`src/rtl/dense_layer_mac.sv`:
```
// Fully-connected layer stage: one shared signed multiplier walks every weight,
// accumulating each neuron in turn, then adds bias, applies ReLU and saturates.
module dense_layer_mac #(
  parameter int IN_SIZE  = 8,
  parameter int OUT_SIZE = 8,
  parameter int W        = 8,
  parameter int FRAC     = 4,
  parameter int ACC_W    = 24
) (
  input  logic                         clk,
  input  logic                         rst,
  input  logic                         start,
  input  logic [IN_SIZE*W-1:0]          x_in,
  input  logic [IN_SIZE*OUT_SIZE*W-1:0] weights_in,
  input  logic                         weights_valid,
  input  logic [OUT_SIZE*W-1:0]         bias_in,
  input  logic                         bias_valid,
  output logic [OUT_SIZE*W-1:0]         data_out,
  output logic                         busy,
  output logic                         done
);

  localparam int IW = (IN_SIZE > 1) ? $clog2(IN_SIZE) : 1;
  localparam int OW = (OUT_SIZE > 1) ? $clog2(OUT_SIZE) : 1;
  localparam int WI = (IN_SIZE * OUT_SIZE > 1) ? $clog2(IN_SIZE * OUT_SIZE) : 1;
  localparam logic [IW-1:0] I_LAST = IW'(IN_SIZE - 1);
  localparam logic [OW-1:0] O_LAST = OW'(OUT_SIZE - 1);
  localparam logic signed [ACC_W-1:0] Y_MAX = ACC_W'((1 << (W - 1)) - 1);
  localparam logic [W-1:0] Y_MAX_W = W'((1 << (W - 1)) - 1);

  typedef enum logic [2:0] {
    S_IDLE, S_WAIT, S_LOAD, S_MAC, S_WRITE, S_DONE
  } state_t;

  state_t                   state_q, state_d;
  logic [IN_SIZE*W-1:0]     x_q, x_d;
  logic [IW-1:0]            i_q, i_d;
  logic [OW-1:0]            o_q, o_d;
  logic signed [ACC_W-1:0]  acc_q, acc_d;
  logic [W-1:0]             y_q [OUT_SIZE];
  logic [W-1:0]             y_d [OUT_SIZE];

  logic signed [W-1:0]      x_arr [IN_SIZE];
  logic signed [W-1:0]      w_arr [IN_SIZE*OUT_SIZE];
  logic signed [W-1:0]      b_arr [OUT_SIZE];

  genvar gi;
  generate
    for (gi = 0; gi < IN_SIZE; gi++) begin : g_x
      assign x_arr[gi] = x_q[gi*W +: W];
    end
    for (gi = 0; gi < IN_SIZE * OUT_SIZE; gi++) begin : g_w
      assign w_arr[gi] = weights_in[gi*W +: W];
    end
    for (gi = 0; gi < OUT_SIZE; gi++) begin : g_b
      assign b_arr[gi]           = bias_in[gi*W +: W];
      assign data_out[gi*W +: W] = y_q[gi];
    end
  endgenerate

  logic [WI-1:0]           w_idx;
  logic signed [W-1:0]     x_sel, w_sel, b_sel;
  logic signed [2*W-1:0]   prod;
  logic signed [ACC_W-1:0] prod_ext, bias_ext, r;

  assign w_idx    = WI'(o_q) * WI'(IN_SIZE) + WI'(i_q);
  assign x_sel    = x_arr[i_q];
  assign w_sel    = w_arr[w_idx];
  assign b_sel    = b_arr[o_q];
  assign prod     = x_sel * w_sel;
  assign prod_ext = {{(ACC_W-2*W){prod[2*W-1]}}, prod};
  // Bias is moved onto the product's 2*FRAC fractional grid before accumulation.
  assign bias_ext = {{(ACC_W-W){b_sel[W-1]}}, b_sel} << FRAC;
  assign r        = acc_q >>> FRAC;

  always_comb begin
    state_d = state_q;
    case (state_q)
      S_IDLE:  if (start) state_d = S_WAIT;
      S_WAIT:  if (weights_valid && bias_valid) state_d = S_LOAD;
      S_LOAD:  state_d = S_MAC;
      S_MAC:   if (i_q == I_LAST) state_d = S_WRITE;
      S_WRITE: state_d = (o_q == O_LAST) ? S_DONE : S_LOAD;
      S_DONE:  if (start) state_d = S_WAIT;
      default: state_d = S_IDLE;
    endcase
  end

  always_comb begin
    x_d   = x_q;
    i_d   = i_q;
    o_d   = o_q;
    acc_d = acc_q;
    y_d   = y_q;
    case (state_q)
      S_IDLE, S_DONE: if (start) x_d = x_in;
      S_WAIT:  o_d = '0;
      S_LOAD: begin
        acc_d = bias_ext;
        i_d   = '0;
      end
      S_MAC: begin
        acc_d = acc_q + prod_ext;
        i_d   = i_q + IW'(1);
      end
      S_WRITE: begin
        if (r[ACC_W-1])      y_d[o_q] = '0;
        else if (r > Y_MAX)  y_d[o_q] = Y_MAX_W;
        else                 y_d[o_q] = r[W-1:0];
        if (o_q != O_LAST) o_d = o_q + OW'(1);
      end
      default: ;
    endcase
  end

  always_comb begin
    busy = 1'b1;
    done = 1'b0;
    case (state_q)
      S_IDLE: busy = 1'b0;
      S_DONE: begin
        busy = 1'b0;
        done = 1'b1;
      end
      default: ;
    endcase
  end

  always_ff @(posedge clk) begin
    if (rst) begin
      state_q <= S_IDLE;
      x_q     <= '0;
      i_q     <= '0;
      o_q     <= '0;
      acc_q   <= '0;
      for (int k = 0; k < OUT_SIZE; k++) y_q[k] <= '0;
    end else begin
      state_q <= state_d;
      x_q     <= x_d;
      i_q     <= i_d;
      o_q     <= o_d;
      acc_q   <= acc_d;
      for (int k = 0; k < OUT_SIZE; k++) y_q[k] <= y_d[k];
    end
  end

endmodule

```
`config.mk`:
```
export PLATFORM = sky130hd
export DESIGN_NAME = dense_layer_mac
export DESIGN_NICKNAME = d
export VERILOG_FILES = /design/src/rtl/dense_layer_mac.sv
export SDC_FILE = /design/constraint.sdc
export NUM_CORES = 1
export LEC_CHECK = 0
export ABC_CLOCK_PERIOD_IN_PS = 9300
export BUFFER_PORTS_ARGS = -buffer_cell sky130_fd_sc_hd__buf_2
export CORE_AREA = 2 2 280 282
export DETAILED_ROUTE_END_ITERATION = 10
export DIE_AREA = 0 0 282 284
export GPL_TIMING_DRIVEN = 0
export PLACE_DENSITY = 0.37
export SYNTH_ARGS = -nofsm -noshare
export SYNTH_HDL_FRONTEND = slang
export SYNTH_SLANG_ARGS = --single-unit
```
`constraint.sdc`:
```
create_clock -name clk -period 9.3 [get_ports clk]
set_input_delay 2.325 -clock clk [delete_from_list [all_inputs] [get_ports clk]]
set_output_delay 2.325 -clock clk [all_outputs]
set_load 0.005 [all_outputs]
```
==> impl_metrics.ini, run 1 <==
[run_status]
status = complete, no violations

[pwr]
power_frac_comb = 0.450
pwr-share-clk = 0.277
p_int_w = 0.00162
leakage_nw = 8.91
swShare = 0.392
ir_drop_uv = 141
power.density_nw_per_um2 = 130
p_seq_frac = 0.273
switchingPower_w = 0.00105

[critical_path]
cp_max_fo = 10
rr_worst_depth = 23
critPathArrivalTime_ns = 9.30
crit_chain = buf_1 > clkbuf_1 > mux4_2 > mux4_2 > mux2i_1 > nor2_1 > nor3_2 > inv_2 > nand2_1 > fa_1 > fa_1 > inv_1 > fa_1 > fa_1 > fa_1 > ha_1 > a21o_1 > a311oi_1 > or4_1 > nand4b_1 > a31oi_1 > xor2_1 > o22ai_1
crit_type = reg -> reg
crit_family = adder cells
reg2reg_slack_ns = 0.31
slowest_delay_ns = 0.99
cp.required_ns = 9.61
r2r-start = i_q[1]
crit_start = i_q[1]
path_buf_inv = 4
worst_setup_path_end_kind = flop
cp_slowest_cell = buf_1
cp-start-kind = flop
cp_common_cell = fa_1
r2r_end = acc_q[20]
cp.depth = 23
critical_path.endpoint = acc_q[20]

[final_layout]
fillCellCount = 8352
drive_above_1_share = 0.438
seqCellArea_um2 = 3220
multiInputGateArea_um2 = 11000
final_core_util = 0.268
area_growth_pct = 36.8
fin_nets = 3009

[placement]
gp_congestion = 0.991
portBuffers = 709
post-dp-hpwl_um = 81100

[clocking]
cts.sink_count = 161
cts-root-buf = clkbuf_16
clk_path_buf_depth = 2
tritoncts = done
worstSkewPairLatency_ns = 0.45
cts_buffers = 17
hold_buffers = 0
cts_htree_levels = 4
path_clk_slew_ns = 0.07

[die]
die_y_um = 284
rows = 102
die_area_um2 = 80100
initial_utilization = 0.196
core_area_um2 = 77000
die_x_um = 282
io_pins = 711

[yosys]
synth.area.top_cells = mux4_2, dfxtp_1, fa_1, nand2_1, ha_1
avgSynthCellArea_um2 = 10.2
syn_nets = 2278
syn_area_um2 = 15100
synth_top_area_cell = mux4_2
yosysTopAreaCellShare = 0.259
ys_top_cells_by_count = nand2_1, mux4_2, dfxtp_1
synth-edff-count = 0
async_reset_ff_frac = 0
synthCells = 1471
synth_warnings = 0
yosysMostFrequentCell = nand2_1
synth_seq_cells = 161
synth_ff_type = dfxtp_1
synthDistinctLibCells = 65
ys_seq_area_frac = 0.214

[timing]
hold_violations = 0
slew_headroom = 0.122
finalMaxSlewViolations = 0
timing.fmax_ghz = 0.111
finalCriticalPeriod_ns = 8.99
whs_ns = 0.456
rsz0062_at_grt = false
setup_viol = 0
finalClockSkew_ns = 0.0129
worst_pin_slew_ns = 1.32
fin_crit_sh = 0.967

[grt]
antenna_found_initial = 30
grt_pass1_wl_um = 127000
grt_max_degree = 18
grt-ovfl-total = 0
grt_use_total = 0.229
grt_pass1_vias = 16400

[drt]
ant_nets = 0
routed_wl_um = 92600
avgViaCountPerCell = 4.69
first_pass_iters = 5
wl_per_cell_um = 28.4
drc_errors = 0
vias = 15300
detail_route.iter0.violations = 927

[worst_hold_path]
hold_path_class = reg -> reg

[job]
maxCapViolations = 0
==> metrics by stage <==
stage	instances	worst slack [ns]	cell area [um2]	TNS (ns)	total power, W
global placement	3220	-0.508	19900	-2.31	0.00194
floorplan	1471	0.871	15100	0	0.00147
global route	3257	0.00259	20600	0	0.00285
finish	3265	0.307	20600	0	0.00267
CTS	3253	0.0478	20500	0	0.00270
detailed placement	3222	-0.399	19900	-1.32	0.00195
==> per-layer routing <==
| metal | vias to the layer above | track usage | part of all wire |
|---|---|---|---|
| met2 | 632 | 0.391 | 0.49 |
| met3 | 77 | 0.0547 | 0.069 |
| met4 | 12 | 0.0500 | 0.022 |
| met5 | - | 0 | 0.00086 |
| met1 | 7798 | 0.290 | 0.42 |
| li1 | 6803 | - | - |
==> tightest hold or removal path, cell delays in order, from the launching register on <==
cell     delay, ns
dfxtp_1       0.31
nand2_1       0.05
a21oi_1       0.05
==> sequential cells by signal (all words and copies together) (netlist names) <==
register / count
i_q: 3
data_out: 64
acc_q: 24
state_q: 3
o_q: 3
x_q: 64
==> layout make-up <==
cell class	count	area share
Antenna cell	11	0.00134
Tap cell	1040	0.0631
Sequential cell	161	0.156
Multi-Input combinational cell	1112	0.536
Clock buffer	17	0.0206
Buffer	100	0.0217
Inverter	97	0.0177
Timing Repair Buffer	713	0.175
Clock inverter	14	0.00832
==> worst min path at each step <==
stage               end  slack (ns)  cells after the start      from
2_1_floorplan  acc_q[1]        0.43                      2  acc_q[1]
3_3_place_gp    x_q[43]        0.44                      2   x_q[43]
3_5_place_dp    x_q[19]        0.45                      2   x_q[19]
4_1_cts         x_q[19]        0.46                      2   x_q[19]
5_1_grt         x_q[21]        0.47                      2   x_q[21]
6_report         x_q[9]        0.46                      2    x_q[9]
==> cell families (layout without fill, tap and decap cells) <==
kind of cell	after synthesis	in the layout	share of synthesized area
AND/OR/NAND/NOR	452	452	0.134
adder cells (fa/ha/maj)	162	162	0.186
XOR/XNOR	19	19	0.0110
buffers and inverters	198	941	0.0541
AO/OA/AOI/OAI	231	231	0.0914
other	0	11	0
flip-flops	161	161	0.214
multiplexers	248	248	0.310
==> what timing repair did <==
action / 4_1_cts / 5_1_grt
buffers inserted: 0 / 2
resized for setup: 0 / 8
setup endpoints to repair: 0 / 5
hold endpoints to repair: 0 / 0
==> cell usage in the layout, fill, tap and decap left out, types with 5 or more instances in the layout <==
| cell type | Yosys | routed |
|---|---|---|
| buf_2 | 15 | 724 |
| nand2_1 | 212 | 212 |
| mux4_2 | 173 | 173 |
| dfxtp_1 | 161 | 161 |
| a21oi_1 | 131 | 131 |
| nor2_1 | 112 | 112 |
| fa_1 | 104 | 103 |
| inv_1 | 94 | 93 |
| mux2i_1 | 64 | 61 |
| ha_1 | 58 | 58 |
| clkbuf_1 | 58 | 56 |
| nand3_1 | 38 | 38 |
| nand2b_1 | 21 | 21 |
| buf_1 | 18 | 18 |
| nor2b_1 | 19 | 18 |
| clkbuf_16 | 0 | 17 |
| xnor2_1 | 14 | 14 |
| o21ai_0 | 13 | 13 |
| a31oi_1 | 12 | 12 |
| diode_2 | 0 | 11 |
| o22ai_1 | 10 | 10 |
| a22oi_1 | 9 | 9 |
| a21o_1 | 9 | 9 |
| mux2_2 | 8 | 8 |
| nor3_1 | 8 | 8 |
| buf_4 | 6 | 7 |
| a211oi_1 | 7 | 7 |
| o21ai_1 | 6 | 6 |
| nor3b_1 | 6 | 6 |
| xor2_1 | 5 | 5 |
| inv_6 | 0 | 5 |
==> power groups by stage <==
stage                     combinational, W  clock [W]  sequential, W
after floorplan                   0.000729          0       0.000739
after global placement             0.00120          0       0.000745
after detailed placement           0.00120          0       0.000745
after CTS                          0.00122   0.000760       0.000729
after global routing               0.00134   0.000783       0.000732
final                              0.00120   0.000740       0.000729
(Power assumes the default switching activity.)
==> inputs of run 2 (changes only) <==
Settings changed: ABC_CLOCK_PERIOD_IN_PS 9300 to 10790, CORE_AREA 2 2 280 282 to 2 2 277 279, DIE_AREA 0 0 282 284 to 0 0 279 281, PLACE_DENSITY 0.37 to not set.
Clock period 9.3 ns to 10.79 ns, I/O delays scaled along.
==> impl_metrics.ini, run 2 (synthesized netlist as in run 1, its figures left out) <==
[placement]
portBuffers = 709
place_ws_ns = 0.897
post-dp-hpwl_um = 72700
placed_area_um2 = 19900
gp_congestion = 1.00

[grt]
global_route.usage.met3 = 0.0722
use_met2 = 0.328
grt_pass1_vias = 16000
grt.met1_usage = 0.271
grt_pass1_wl_um = 117000
antenna_found_initial = 54
grt_use_total = 0.211
grt_max_degree = 18
grt_busiest_layer = met2
grt-ovfl-total = 0

[pwr]
switchingPower_w = 0.000894
leakage_nw = 8.88
swShare = 0.395
power_frac_comb = 0.452
p_int_w = 0.00137
pwr-share-clk = 0.269
ir_drop_uv = 98.5
p_seq_frac = 0.279
power.density_nw_per_um2 = 110

[clocking]
cts_resized = 0
tritoncts = done
cts_setup_buffers = 0
clk_path_buf_depth = 2
path_clk_slew_ns = 0.07
cts-root-buf = clkbuf_16
worstSkewPairLatency_ns = 0.43
cts_htree_levels = 4
hold_buffers = 0
cts.sink_count = 161
cts_buffers = 17

[drt]
vias = 15700
routed_wl_um = 84700
first_pass_iters = 5
avgViaCountPerCell = 4.87
drc_errors = 0
ant_nets = 0
detail_route.iter0.violations = 1125
wl_per_cell_um = 26.3

[final_layout]
most-common-layout-cells = buf_2, nand2_1, mux4_2
final_core_util = 0.272
area_growth_pct = 36.2
fin_area_um2 = 20500
drive_above_1_share = 0.435
final_common_cell = buf_2
fin_nets = 3007

[die]
die_area_um2 = 78400
rows = 101
die_x_um = 279
core_area_um2 = 75400
initial_utilization = 0.200
io_pins = 711
die_y_um = 281

[timing]
whs_ns = 0.453
finalCriticalPeriod_ns = 9.43
fin_crit_sh = 0.874
setup_ws_ns = 1.36
worst_pin_slew_ns = 1.51
hold_violations = 0
finalMaxSlewViolations = 9
setup_viol = 0
slew_headroom = -0.0110
timing.fmax_ghz = 0.106
rsz0062_at_grt = false
finalClockSkew_ns = 0.0150
tns_ns = 0

[job]
maxCapViolations = 1

[critical_path]
cp.required_ns = 11.13
worst_setup_path_end_kind = flop
cp-start-kind = primary input
crit_type = in -> reg
critPathArrivalTime_ns = 9.77
cp_max_fo = 8

[run_status]
status = complete, but fails checks
violations = capacitance limit, slew limit

[worst_hold_path]
hold_path_class = reg -> reg
[run 2: cell types whose count changed in the layout (fill, tap and decap cells not counted), sizes merged]
cell,change
diode,+23
clkbuf,+1
clkinv,+4
buf,-2
clkdlybuf4s18,-1
bufinv,-1
inv,-2
[run 2: layout make-up]
type	count	area (um2)
Antenna cell	34	85.1
Buffer	101	452
Clock buffer	17	425
Clock inverter	15	153
Fill cell	8094	54900
Inverter	97	364
Multi-Input combinational cell	1112	11000
Sequential cell	161	3220
Tap cell	978	1220
Timing Repair Buffer	710	3560
[run 2: path summary, 6_finish.rpt]
check | endpoint | from | slack, ns | cells after the start
max reg2reg | acc_q[22] | i_q[1] | 1.48 | 24
min | data_out[18] | data_out[18] | 0.45 | 2
min reg2reg | data_out[18] | data_out[18] | 0.45 | 2
max | acc_q[22] | weights_in[402] | 1.36 | 21
[run 2: worst max-delay path, stage by stage]
cell,delay (ns)
buf_2,0.13
mux4_2,0.47
mux4_2,0.53
mux2_2,0.34
a221oi_4,0.57
nor2_1,0.23
fa_1,0.66
fa_1,0.88
inv_1,0.16
fa_1,0.50
inv_1,0.05
fa_1,0.44
ha_1,0.29
ha_1,0.27
buf_1,0.25
nand2_1,0.07
or4_1,0.58
nand4b_1,0.17
a22oi_1,0.13
nor2b_1,0.15
o31ai_1,0.18
[run 2: stage by stage]
step           power, W  std cells
3_5_place_dp    0.00164       3159
2_1_floorplan   0.00127       1471
6_report        0.00226       3225
5_1_grt         0.00240       3208
4_1_cts         0.00225       3191
3_3_place_gp    0.00163       3158
[run 2: power by group through the flow]
stage	Combinational (W)	Clock (W)	Sequential, W
floorplan	0.000628	0	0.000637
global placement	0.000988	0	0.000643
detailed placement	0.000999	0	0.000644
CTS	0.00101	0.000611	0.000630
global route	0.00113	0.000639	0.000632
finish	0.00102	0.000608	0.000630
[run 2: layer usage]
| metal | part of all wire | up-vias |
|---|---|---|
| met5 | 0.0021 | - |
| met4 | 0.036 | 28 |
| met3 | 0.11 | 113 |
| met2 | 0.44 | 837 |
| met1 | 0.41 | 7914 |
| li1 | - | 6817 |
